## config.mk

```make
export PLATFORM = sky130hd
export DESIGN_NAME = ex_multiplier_flat
export DESIGN_NICKNAME = d
export VERILOG_FILES = /design/src/rtl/ex_mult_pkg.sv /design/src/rtl/ex_mult_if.sv /design/src/rtl/mult_step.sv /design/src/rtl/ex_multiplier.sv /design/src/flat_wrapper.sv
export SDC_FILE = /design/constraint.sdc
export NUM_CORES = 1
export LEC_CHECK = 0
export CAP_MARGIN = 20
export CORE_AREA = 2 2 149 137
export DETAILED_ROUTE_END_ITERATION = 10
export DIE_AREA = 0 0 151 139
export GPL_TIMING_DRIVEN = 0
export PLACE_DENSITY = 0.91
export SLEW_MARGIN = 15
export SYNTH_ARGS = -nofsm -noshare
export SYNTH_HDL_FRONTEND = slang
export SYNTH_SLANG_ARGS = --single-unit
```

## constraint.sdc

```tcl
create_clock -name clk -period 4.3 [get_ports clk]
set_input_delay 0.86 -clock clk [delete_from_list [all_inputs] [get_ports clk]]
set_output_delay 0.86 -clock clk [all_outputs]
set_load 0.1 [all_outputs]
```

## src/rtl/ex_mult_pkg.sv

```systemverilog
// Shared definitions for the EX-stage sequential multiplier: default width,
// FSM state encoding and iteration counter width.
package ex_mult_pkg;

    localparam int MUL_WIDTH = 32;
    localparam int MUL_CNT_W = $clog2(MUL_WIDTH);

    typedef enum logic [1:0] {
        IDLE = 2'd0,
        RUN  = 2'd1,
        DONE = 2'd2
    } mult_state_t;

endpackage

```

## src/rtl/ex_mult_if.sv

```systemverilog
// Operand/result bundle between the EX stage control and the multiplier.
// The master drives the request fields; the slave returns stall, done and product.
interface ex_mult_if
    import ex_mult_pkg::*;
#(
    parameter int WIDTH = MUL_WIDTH
);
    logic                 start;
    logic                 sign;
    logic                 flush;
    logic [WIDTH-1:0]     opa;
    logic [WIDTH-1:0]     opb;
    logic                 stall;
    logic                 done;
    logic [2*WIDTH-1:0]   product;

    modport master (
        output start, sign, flush, opa, opb,
        input  stall, done, product
    );

    modport slave (
        input  start, sign, flush, opa, opb,
        output stall, done, product
    );
endinterface

```

## src/rtl/mult_step.sv

```systemverilog
// One shift-add iteration: conditionally add mcand into the high half, then shift
// {carry, acc} right by one. Purely combinational, no backpressure.
module mult_step
    import ex_mult_pkg::*;
#(
    parameter int WIDTH = MUL_WIDTH
) (
    input  logic [2*WIDTH-1:0] acc,
    input  logic [WIDTH-1:0]   mcand,
    input  logic               add_en,
    output logic [2*WIDTH-1:0] acc_next
);
    logic [WIDTH:0] sum;

    always_comb begin
        sum      = {1'b0, acc[2*WIDTH-1:WIDTH]} + {1'b0, (add_en ? mcand : {WIDTH{1'b0}})};
        acc_next = {sum, acc[WIDTH-1:1]};
    end
endmodule

```

## src/rtl/ex_multiplier.sv

```systemverilog
// Sequential signed/unsigned multiplier: WIDTH shift-add steps, done in cycle WIDTH+1.
// Holds the pipeline via combinational stall from accepted start through the last RUN step.
module ex_multiplier
    import ex_mult_pkg::*;
#(
    parameter int WIDTH = MUL_WIDTH
) (
    input  logic      clk,
    input  logic      rst,
    ex_mult_if.slave  bus
);
    localparam int             CW   = $clog2(WIDTH);
    localparam logic [CW-1:0]  LAST = CW'(WIDTH - 1);

    mult_state_t          state;
    logic [2*WIDTH-1:0]   acc;
    logic [2*WIDTH-1:0]   acc_next;
    logic [WIDTH-1:0]     mcand;
    logic [CW-1:0]        cnt;
    logic                 neg;
    logic                 done;
    logic [2*WIDTH-1:0]   product;
    logic [WIDTH-1:0]     abs_a;
    logic [WIDTH-1:0]     abs_b;
    logic                 accept;

    // Magnitudes are unsigned WIDTH bits, so the most negative value maps to itself.
    always_comb begin
        abs_a  = (bus.sign && bus.opa[WIDTH-1]) ? -bus.opa : bus.opa;
        abs_b  = (bus.sign && bus.opb[WIDTH-1]) ? -bus.opb : bus.opb;
        accept = (state == IDLE) && bus.start && !bus.flush;
    end

    mult_step #(
        .WIDTH (WIDTH)
    ) u_step (
        .acc      (acc),
        .mcand    (mcand),
        .add_en   (acc[0]),
        .acc_next (acc_next)
    );

    always_ff @(posedge clk) begin
        if (rst) begin
            state   <= IDLE;
            acc     <= '0;
            mcand   <= '0;
            cnt     <= '0;
            neg     <= 1'b0;
            done    <= 1'b0;
            product <= '0;
        end else begin
            done <= 1'b0;
            case (state)
                IDLE: begin
                    if (accept) begin
                        mcand <= abs_a;
                        acc   <= {{WIDTH{1'b0}}, abs_b};
                        neg   <= bus.sign & (bus.opa[WIDTH-1] ^ bus.opb[WIDTH-1]);
                        cnt   <= '0;
                        state <= RUN;
                    end
                end
                RUN: begin
                    if (bus.flush) begin
                        state <= IDLE;
                    end else begin
                        acc <= acc_next;
                        cnt <= cnt + CW'(1);
                        if (cnt == LAST) begin
                            product <= neg ? -acc_next : acc_next;
                            done    <= 1'b1;
                            state   <= DONE;
                        end
                    end
                end
                // Same instruction is still in EX here, so start must not re-arm.
                DONE:    state <= IDLE;
                default: state <= IDLE;
            endcase
        end
    end

    assign bus.stall   = accept || (state == RUN);
    assign bus.done    = done;
    assign bus.product = product;
endmodule
```

## src/flat_wrapper.sv

```systemverilog
// flat-port wrapper written by rule: the top's interface ports become plain ports
module ex_multiplier_flat import ex_mult_pkg::*;
#(
    parameter int WIDTH = MUL_WIDTH
)
  (clk, rst, bus_start, bus_sign, bus_flush, bus_opa, bus_opb, bus_stall, bus_done, bus_product);
  ex_mult_if #(.WIDTH(WIDTH)) bus_i ();
  input  logic clk;
  input  logic rst;
  input wire logic [$bits(bus_i.start)-1:0] bus_start;
  input wire logic [$bits(bus_i.sign)-1:0] bus_sign;
  input wire logic [$bits(bus_i.flush)-1:0] bus_flush;
  input wire logic [$bits(bus_i.opa)-1:0] bus_opa;
  input wire logic [$bits(bus_i.opb)-1:0] bus_opb;
  output wire logic [$bits(bus_i.stall)-1:0] bus_stall;
  output wire logic [$bits(bus_i.done)-1:0] bus_done;
  output wire logic [$bits(bus_i.product)-1:0] bus_product;
  assign bus_i.start = bus_start;
  assign bus_i.sign = bus_sign;
  assign bus_i.flush = bus_flush;
  assign bus_i.opa = bus_opa;
  assign bus_i.opb = bus_opb;
  assign bus_stall = bus_i.stall;
  assign bus_done = bus_i.done;
  assign bus_product = bus_i.product;
  ex_multiplier #(.WIDTH(WIDTH)) u_core (.clk(clk), .rst(rst), .bus(bus_i));
endmodule
```

# Yosys cells after proc, flatten, opt, wreduce, memory -nomap -nowiden
# Cells that the tools add are included.
# W data, S select, Z words.
# totals
output_inout_bits	66
elab_cells	49
ff_bits	169
# op_classes
reduce_logical	13
n_addsub	5
n_eq_ne	5
bitwise	4
n_mux	15
# ops
cell	count
$mux W64	3
$pmux W64 S2	1
$mux W32	3
$neg A32 Y32	2
$neg A64 Y64	1
$add A32 B32 Y33	1
$mux W5	2
$pmux W5 S2	1
$mux W2	3
$reduce_and A3 Y1	2
$add A5 B1 Y5 const B	1
$eq A5 B5 Y1 const B	1
$logic_and A1 B1 Y1	4
$pmux W2 S2	1
$reduce_and A2 Y1	2
$ne A3 B2 Y1 const B	1
$reduce_or A3 Y1	1
$eq A2 B1 Y1 const B	1
$logic_not A2 Y1	1
$ne A2 B1 Y1 const B	1
$ne A2 B2 Y1 const B	1
$not A1 Y1	2
$reduce_bool A2 Y1	1
$and A1 B1 Y1	1
other kinds (4)	4

# Logic depth before layout (Yosys ltp)
# Gate-level depths: netlist of the first run.
# depth
ltp_word	5
depth_mapped	15

# Cells and area by module
# Synthesis of the first run repeated with hierarchy kept, for this count alone.
# unflattened
hier_cells	1381
hier_area_um2	11143.2
# modules_own_cells
mod	seq_area_each_um2	cells_per_inst	area_each_um2	instances
ex_multiplier	3383.2	1086	8956.1	1
mult_step	0.0	295	2187.1	1

# Least setup slack after synthesis of the first run
# OpenSTA, ideal clock, no wires.
# synth_timing
path_kind	reg2reg
from	register u_core.acc[0]
to	register u_core.product[62], in the netlist u_core.bus.product[62]
path_stages_with_launch	15
slack_ps	504
n_path_buf	1
arrival_ps	3674
cell_sequence	dfxtp_1 > clkbuf_1 > and2_1 > ha_1 > fa_1 > a21oi_1 > o211ai_1 > a41oi_1 > xor2_1 > o2111ai_1 > o41ai_1 > nand2_4 > nor2_4 > a21oi_2 > a311o_1
# synth_between
elab_chain_len	4
# synth_lines
element	line_no	rtl
start, declared	ex_multiplier.sv:16	logic [2*WIDTH-1:0] acc;
start signal, assigned	ex_multiplier.sv:58	acc <= {{WIDTH{1'b0}}, abs_b};
start signal, assigned	ex_multiplier.sv:68	acc <= acc_next;
$mux W32 (*)	mult_step.sv:16	sum = {1'b0, acc[2*WIDTH-1:WIDTH]} + {1'b0, (add_en ? mcand : {WIDTH{1'b0}})};
$add A32 B32 Y33 (*)	mult_step.sv:16	
$neg A64 Y64	ex_multiplier.sv:71	product <= neg ? -acc_next : acc_next;
$mux W64 (*)	ex_multiplier.sv:71	
end signal, assigned	ex_multiplier.sv:71	
end, declared	ex_multiplier.sv:22	logic [2*WIDTH-1:0] product;
# Every way passes the cells marked *; elsewhere a longest branch is shown, timed or not.
# A chain may end at the register's enable or synchronous reset.

# Final worst setup path of the first run
# layout_timing
from	input bus_flush
to	output bus_stall
# layout_between
elab_chain_len	3
# layout_lines
element	line_no	rtl
start, declared	flat_wrapper.sv:12	input wire logic [$bits(bus_i.flush)-1:0] bus_flush;
$logic_not A1 Y1	ex_multiplier.sv:31	accept = (state == IDLE) && bus.start && !bus.flush;
$logic_and A1 B1 Y1	ex_multiplier.sv:31	
$logic_or A1 B1 Y1	ex_multiplier.sv:84	assign bus.stall = accept || (state == RUN);
end, declared	flat_wrapper.sv:15	output wire logic [$bits(bus_i.stall)-1:0] bus_stall;
# No other way between the ends.

==> flow_summary.yaml, run 1 <==
layout:
  fin_util: 0.6877
  layout_commonest_cell: "nor2_1"
  num_antenna_cells: 0
  multi_input_area_mm2: 0.007236
  fin_cells: 1809
  final_cell_mix: "181 x nor2_1, 169 x dfxtp_1, 133 x clkdlybuf4s50_1, 119 x nand2_1, 104 x a21oi_1"
  synthToLayoutAreaGrowth_pct: 23.07
  drive_above_1_share: 0.06499
  nNetsFinal: 1649
  n_fill_cell: 1504
  seqCellArea_mm2: 0.003383
hold_path:
  hp-class: "reg2reg"
  hold_start: "u_core.mcand[0]"
  holdPathEnd: "u_core.mcand[0]"
  hold_depth: 2
worst_setup_path:
  start_kind: "primary input"
  crit_top_cell: "clkdlybuf4s50_1"
  rr_startpoint: "u_core.acc[0]"
  critPathLaunch: "bus_flush"
  slowest_stage: "clkdlybuf4s50_1"
  r2r_setup_slack_ps: 110
  crit_chain: "clkdlybuf4s50_1 -> or4b_2 -> nand2_1 -> clkdlybuf4s50_1"
  crit_path_end_kind: "output port"
  cp_max_fo: 5
  cp.arrival_ps: 3410
  critPathKind: "in2out"
  slowest_delay_ps: 1140
  r2r_cells: 14
  r2r-end: "u_core.bus.product[62]"
  cp.required_ps: 3440
power:
  power_mw: 3.912
  p_leak_nw: 4.944
  peakVddDrop_uv: 223.6
  p_per_area_mw_per_mm2: 291.8
yosys:
  synth-edff-count: 0
  yosysSeqAreaShare: 0.3106
  synthesis.nets: 1494
  ys_seq_elements: 169
  synth_top_area_cell: "dfxtp_1"
  ys.flop_type: "dfxtp_1"
  synth.distinct_cells: 77
  async_flop_share: 0
  synth_warnings: 0
  synth.avg_cell_area_um2: 7.855
  syn-cell-area_mm2: 0.01089
  synth.top_cells.by_area: "dfxtp_1 31%, xor2_1 7.0%, nor2_1 6.3%"
  synth_top_area_frac: 0.3106
  syn_inst: 1387
drt:
  route.detailed.drc: 0
  viasPerCell: 6.425
  vias: 11620
  drt_first_iter_violations: 1445
  routedWlPerCell_um: 19.93
  firstDrtPassIters: 6
  drt-total-wl_um: 36050
  ant_nets: 0
die:
  num_io_pins: 135
  fp.dieW_um: 151
  num_rows: 49
  dieArea_mm2: 0.02099
  dieHeight_um: 139
  initial_core_util: 0.5588
  design.core.area_mm2: 0.01950
global_route:
  grt_pass1_vias: 10900
  grt_pass1_wl_um: 55660
  antenna_found_initial: 0
  gr-total-overflow: 0
  track_usage: 0.3326
  grt_max_degree: 17
clock_tree:
  htreeDepth: 4
  cts_root_buf: "clkbuf_16"
  cts_buffer_depth: 2
  clkTransAtPathRegs_ps: 70
  cts_tree: "done"
  clk_latency_ps: 440
  hold_buffers: 0
  numCtsBuffers: 17
  cts_sinks: 169
place:
  port_buffers: 133
  dpl.cell_count: 1775
  place.detailed.hpwl_um: 26990
  place_congestion: 0.9512
sta:
  min_period_ps: 4274
  drv_slew: 0
  finalClockSkew_ps: 11.20
  finalHoldViolations: 0
  post-route-period-util: 0.9940
  fmax_mhz: 234.0
  slew_headroom: 0.3313
  max_slew.worst_pin.slew_ps: 999.9
  whs_ps: 464.5
  setup_viol: 0
flow_run:
  cap_violations: 0
status:
  status: "finished clean"
[how the worst max path moves through the flow]
| stage | cells past startpoint | slack [ps] | endpoint |
|---|---|---|---|
| 2_1_floorplan | 14 | 500 | u_core.bus.product[62] |
| 3_3_place_gp | 14 | -410 | u_core.bus.product[59] |
| 3_5_place_dp | 14 | -540 | u_core.bus.product[61] |
| 4_1_cts | 14 | 7 | u_core.bus.product[62] |
| 5_1_grt | 14 | -40 | u_core.bus.product[62] |
| 6_report | 4 | 30 | bus_stall |
[synthesized netlist by cell type, types with 3 or more instances]
library cell  number
o211ai_1           7
or4_1             11
inv_1             31
o22ai_1            3
nor3_1            25
buf_2              6
a211o_1            3
ha_1              37
o21bai_1           5
nand2_1          119
nand3_1           16
dfxtp_1          169
nand3b_1           4
a211oi_2           4
and2_1            41
xor2_1            87
a311oi_1           7
mux2i_1            4
nand4_1           17
a21oi_1          107
a22oi_1           61
clkbuf_1          78
o31ai_1           24
o21ai_0           48
nor4b_1            3
nand2b_1           5
and3_1             9
buf_1              6
nor2_1           182
xnor2_1           50
a211oi_1          86
or2_2              7
a31oi_1           10
nor4_2             3
o41ai_1           13
o21ai_1            6
or3_1             18
a21o_1            15
nor4_1             8
[kinds of logic (layout without fill, tap and decap cells)]
logic type / Yosys count / count (layout) / share of synthesized area
compound gates: 431 / 431 / 0.2720
simple gates: 486 / 486 / 0.2166
xor+xnor: 137 / 137 / 0.1101
flops: 169 / 169 / 0.3106
mux: 4 / 4 / 0.003675
buf+inv: 122 / 289 / 0.04272
fa+ha+maj: 38 / 38 / 0.04433
[registers in the layout, summed over array words and instances (netlist names)]
register / count
u_core.cnt: 5
u_core.state: 2
u_core.bus.done: 1
u_core.mcand: 32
u_core.acc: 64
u_core.bus.product: 64
u_core.neg: 1
[worst max-delay path, delay by kind of cell]
family	cells	cell delay [ps]
buffers and inverters	2	1640
AND/OR/NAND/NOR	2	900
[power breakdown]
group / total (mW) / switching (mW) / internal (mW)
Clock: 1.69 / 0.691 / 1.00
Combinational: 0.563 / 0.341 / 0.222
Sequential: 1.66 / 0.0513 / 1.61
[per-stage QoR]
| step | setup slack (ps) | cell area [um^2] | setup TNS [ps] |
|---|---|---|---|
| final | 25.69 | 13410 | 0 |
| after global placement | -409.7 | 12540 | -2673 |
| after floorplan | 504.3 | 10890 | 0 |
| after CTS | 7.009 | 13250 | 0 |
| after global routing | -42.05 | 13410 | -48.75 |
| after detailed placement | -542.2 | 12540 | -4027 |
[layout make-up]
cell class / instances / share of cell area
buffer: 87 / 0.02548
clock buffer: 20 / 0.03331
clock inverter: 11 / 0.01381
inverter: 32 / 0.008959
multi-input combinational: 1096 / 0.5397
sequential: 169 / 0.2523
tap: 255 / 0.02380
timing repair buffer: 139 / 0.1026
[repair_timing]
item / in CTS / in global routing
gates resized for setup: 15 / 25
buffers inserted: 0 / 6
pin swaps: 1 / 6
endpoints found under the setup margin: 14 / 15
[per-layer routing]
layer  global-route usage  wire length, um
met5                    0                0
met4              0.09346              820
met3              0.07007             3971
met2               0.5337            16350
met1               0.4520            14910
No activity file was read; power rests on OpenSTA's default activity.
==> inputs of run 2 (changes only) <==
==> constraint.sdc (replaced) <==
create_clock -name clk -period 4.3 [get_ports clk]
set_input_delay 0.645 -clock clk [delete_from_list [all_inputs] [get_ports clk]]
set_output_delay 0.645 -clock clk [all_outputs]
set_load 0.1 [all_outputs]
==> results of run 2 <==
Same layout as run 1 (identical final DEF). Status: finished clean.
Main changes from that run: setup slack after layout 25.69 ps -> 108.0 ps; start point of the critical path bus_flush -> u_core.acc[0]; end point of the critical path bus_stall -> u_core.bus.product[62]
==> inputs of run 3 (changes only) <==
- CORE_AREA: 2 2 149 137 -> 10 10 157 145
- DIE_AREA: 0 0 151 139 -> 0 0 167 155
==> run 3 against run 2 <==
Clock power decreased by 10%. Global-route usage decreased by 6.9 points. Worst hold slack got worse by 10 ps. Largest power group is now sequential cells. Total power is 4.6% lower. Count of clock-buffer cells in the layout unchanged. Largest cell class unchanged. Critical path type unchanged. Via count down 0.84%. Core utilization shrank 0.66 points. Sequential share of layout area rose by 0.16 points. Die area is 23% higher. Highest routed layer unchanged.
==> flow_summary.yaml, run 3 (synthesis results as in run 1) <==
clock_tree:
  cts_buffer_depth: 2
  numCtsBuffers: 17
  clk_latency_ps: 440
  hold_buffers: 0
  cts_root_buf: "clkbuf_16"
  cts_sinks: 169
  cts_tree: "done"
  htreeDepth: 4
  clkTransAtPathRegs_ps: 70
global_route:
  gr-total-overflow: 0
  grt_pass1_vias: 10640
  grt_max_degree: 17
  antenna_found_initial: 0
  grt_pass1_wl_um: 56400
  track_usage: 0.2633
die:
  num_rows: 49
  fp.dieW_um: 167
  num_io_pins: 135
  design.core.area_mm2: 0.01956
  dieArea_mm2: 0.02589
  initial_core_util: 0.5570
  dieHeight_um: 155
drt:
  ant_nets: 0
  route.detailed.drc: 0
  drt-total-wl_um: 36560
  drt_first_iter_violations: 1200
  firstDrtPassIters: 5
  viasPerCell: 6.363
  routedWlPerCell_um: 20.19
  vias: 11520
worst_setup_path:
  slowest_delay_ps: 640
  slowest_stage: "or4b_4"
  critPathKind: "reg2reg"
  cp.required_ps: 4620
  cp_max_fo: 10
  crit_chain: "clkbuf_2 -> and2_1 -> ha_1 -> fa_1 -> a21oi_4 -> o21ai_2 -> a211oi_2 -> o21ai_1 -> nor2_2 -> xnor2_1 -> or4b_4 -> o41ai_4 -> a21oi_2 -> a311o_1"
  cp.arrival_ps: 4520
  crit_path_end_kind: "register"
  start_kind: "register"
place:
  port_buffers: 133
  dpl.cell_count: 1775
  place.detailed.hpwl_um: 28240
  dpl-instance-area_mm2: 0.01254
  place_congestion: 0.9789
power:
  p_leak_nw: 4.919
  p_per_area_mw_per_mm2: 280.3
  peakVddDrop_uv: 204.3
sta:
  drv_slew: 0
  max_slew.worst_pin.slew_ps: 997.7
  post-route-period-util: 0.9759
  finalHoldViolations: 0
  tns_ps: 0
  fmax_mhz: 238.3
  min_period_ps: 4197
  whs_ps: 454.2
  finalClockSkew_ps: 12.62
  slew_headroom: 0.3328
  rsz0062_at_grt: "true"
  setup_viol: 0
layout:
  stdcell_area_mm2: 0.01332
  fin_util: 0.6811
  drive_above_1_share: 0.06877
  layout_commonest_cell: "nor2_1"
  num_antenna_cells: 0
  synthToLayoutAreaGrowth_pct: 22.28
  n_fill_cell: 1553
  top_regs: "u_core.acc (64), u_core.bus.product (64), u_core.mcand (32)"
  nNetsFinal: 1650
  final_cell_mix: "181 x nor2_1, 169 x dfxtp_1, 133 x clkdlybuf4s50_1, 119 x nand2_1, 101 x a21oi_1"
  multi_input_area_mm2: 0.007208
  seqCellArea_mm2: 0.003383
  fin_cells: 1811
status:
  status: "finished clean"
hold_path:
  hp-class: "reg2reg"
flow_run:
  cap_violations: 0
run 3: repair_timing:
item,4_1_cts,5_1_grt
buffers inserted,2,5
pin swaps,2,7
gates resized for setup,14,27
endpoints found under the setup margin,15,17
run 3: metal layers:
| layer | global-route usage | part of all wire |
|---|---|---|
| met5 | 0 | 0 |
| met4 | 0.07229 | 0.018 |
| met3 | 0.06171 | 0.11 |
| met2 | 0.4093 | 0.44 |
| met1 | 0.3569 | 0.43 |
run 3: area by class of cell:
class,instances,share of cell area
Clock inverter,12,0.008265
Inverter,32,0.009017
Tap cell,255,0.02395
Multi-Input combinational cell,1096,0.5411
Clock buffer,20,0.03428
Sequential cell,169,0.2540
Timing Repair Buffer,140,0.1039
Buffer,87,0.02555
run 3: critical path, delay by kind of cell (launching register included):
kind            cells  cell delay (ps)
flops               1              350
simple gates        3             1060
fa+ha+maj           2              680
buf+inv             1              200
xor+xnor            1              140
compound gates      7             1630
run 3: path summary, 6_finish.rpt:
path	startpoint	to	slack [ps]	depth (start not counted)
max	u_core.acc[0]	u_core.bus.product[62]	100	14
min	u_core.mcand[0]	u_core.mcand[0]	450	2
min reg2reg	u_core.mcand[0]	u_core.mcand[0]	450	2
max reg2reg	u_core.acc[0]	u_core.bus.product[62]	100	14
run 3: through the flow:
step	setup WS [ps]	power [mW]
final	103.5	3.734
after global placement	-424.1	2.197
after CTS	10.51	3.701
after detailed placement	-490.4	2.215
after global routing	-50.11	3.828
after floorplan	504.3	2.015
run 3: where the power goes:
part	total (mW)	switching, mW	leakage, nW	internal [mW]
logic	0.555	0.331	3.27	0.223
clock network	1.52	0.688	0.282	0.834
registers	1.66	0.0511	1.37	1.61
total	3.73	1.07	4.92	2.66
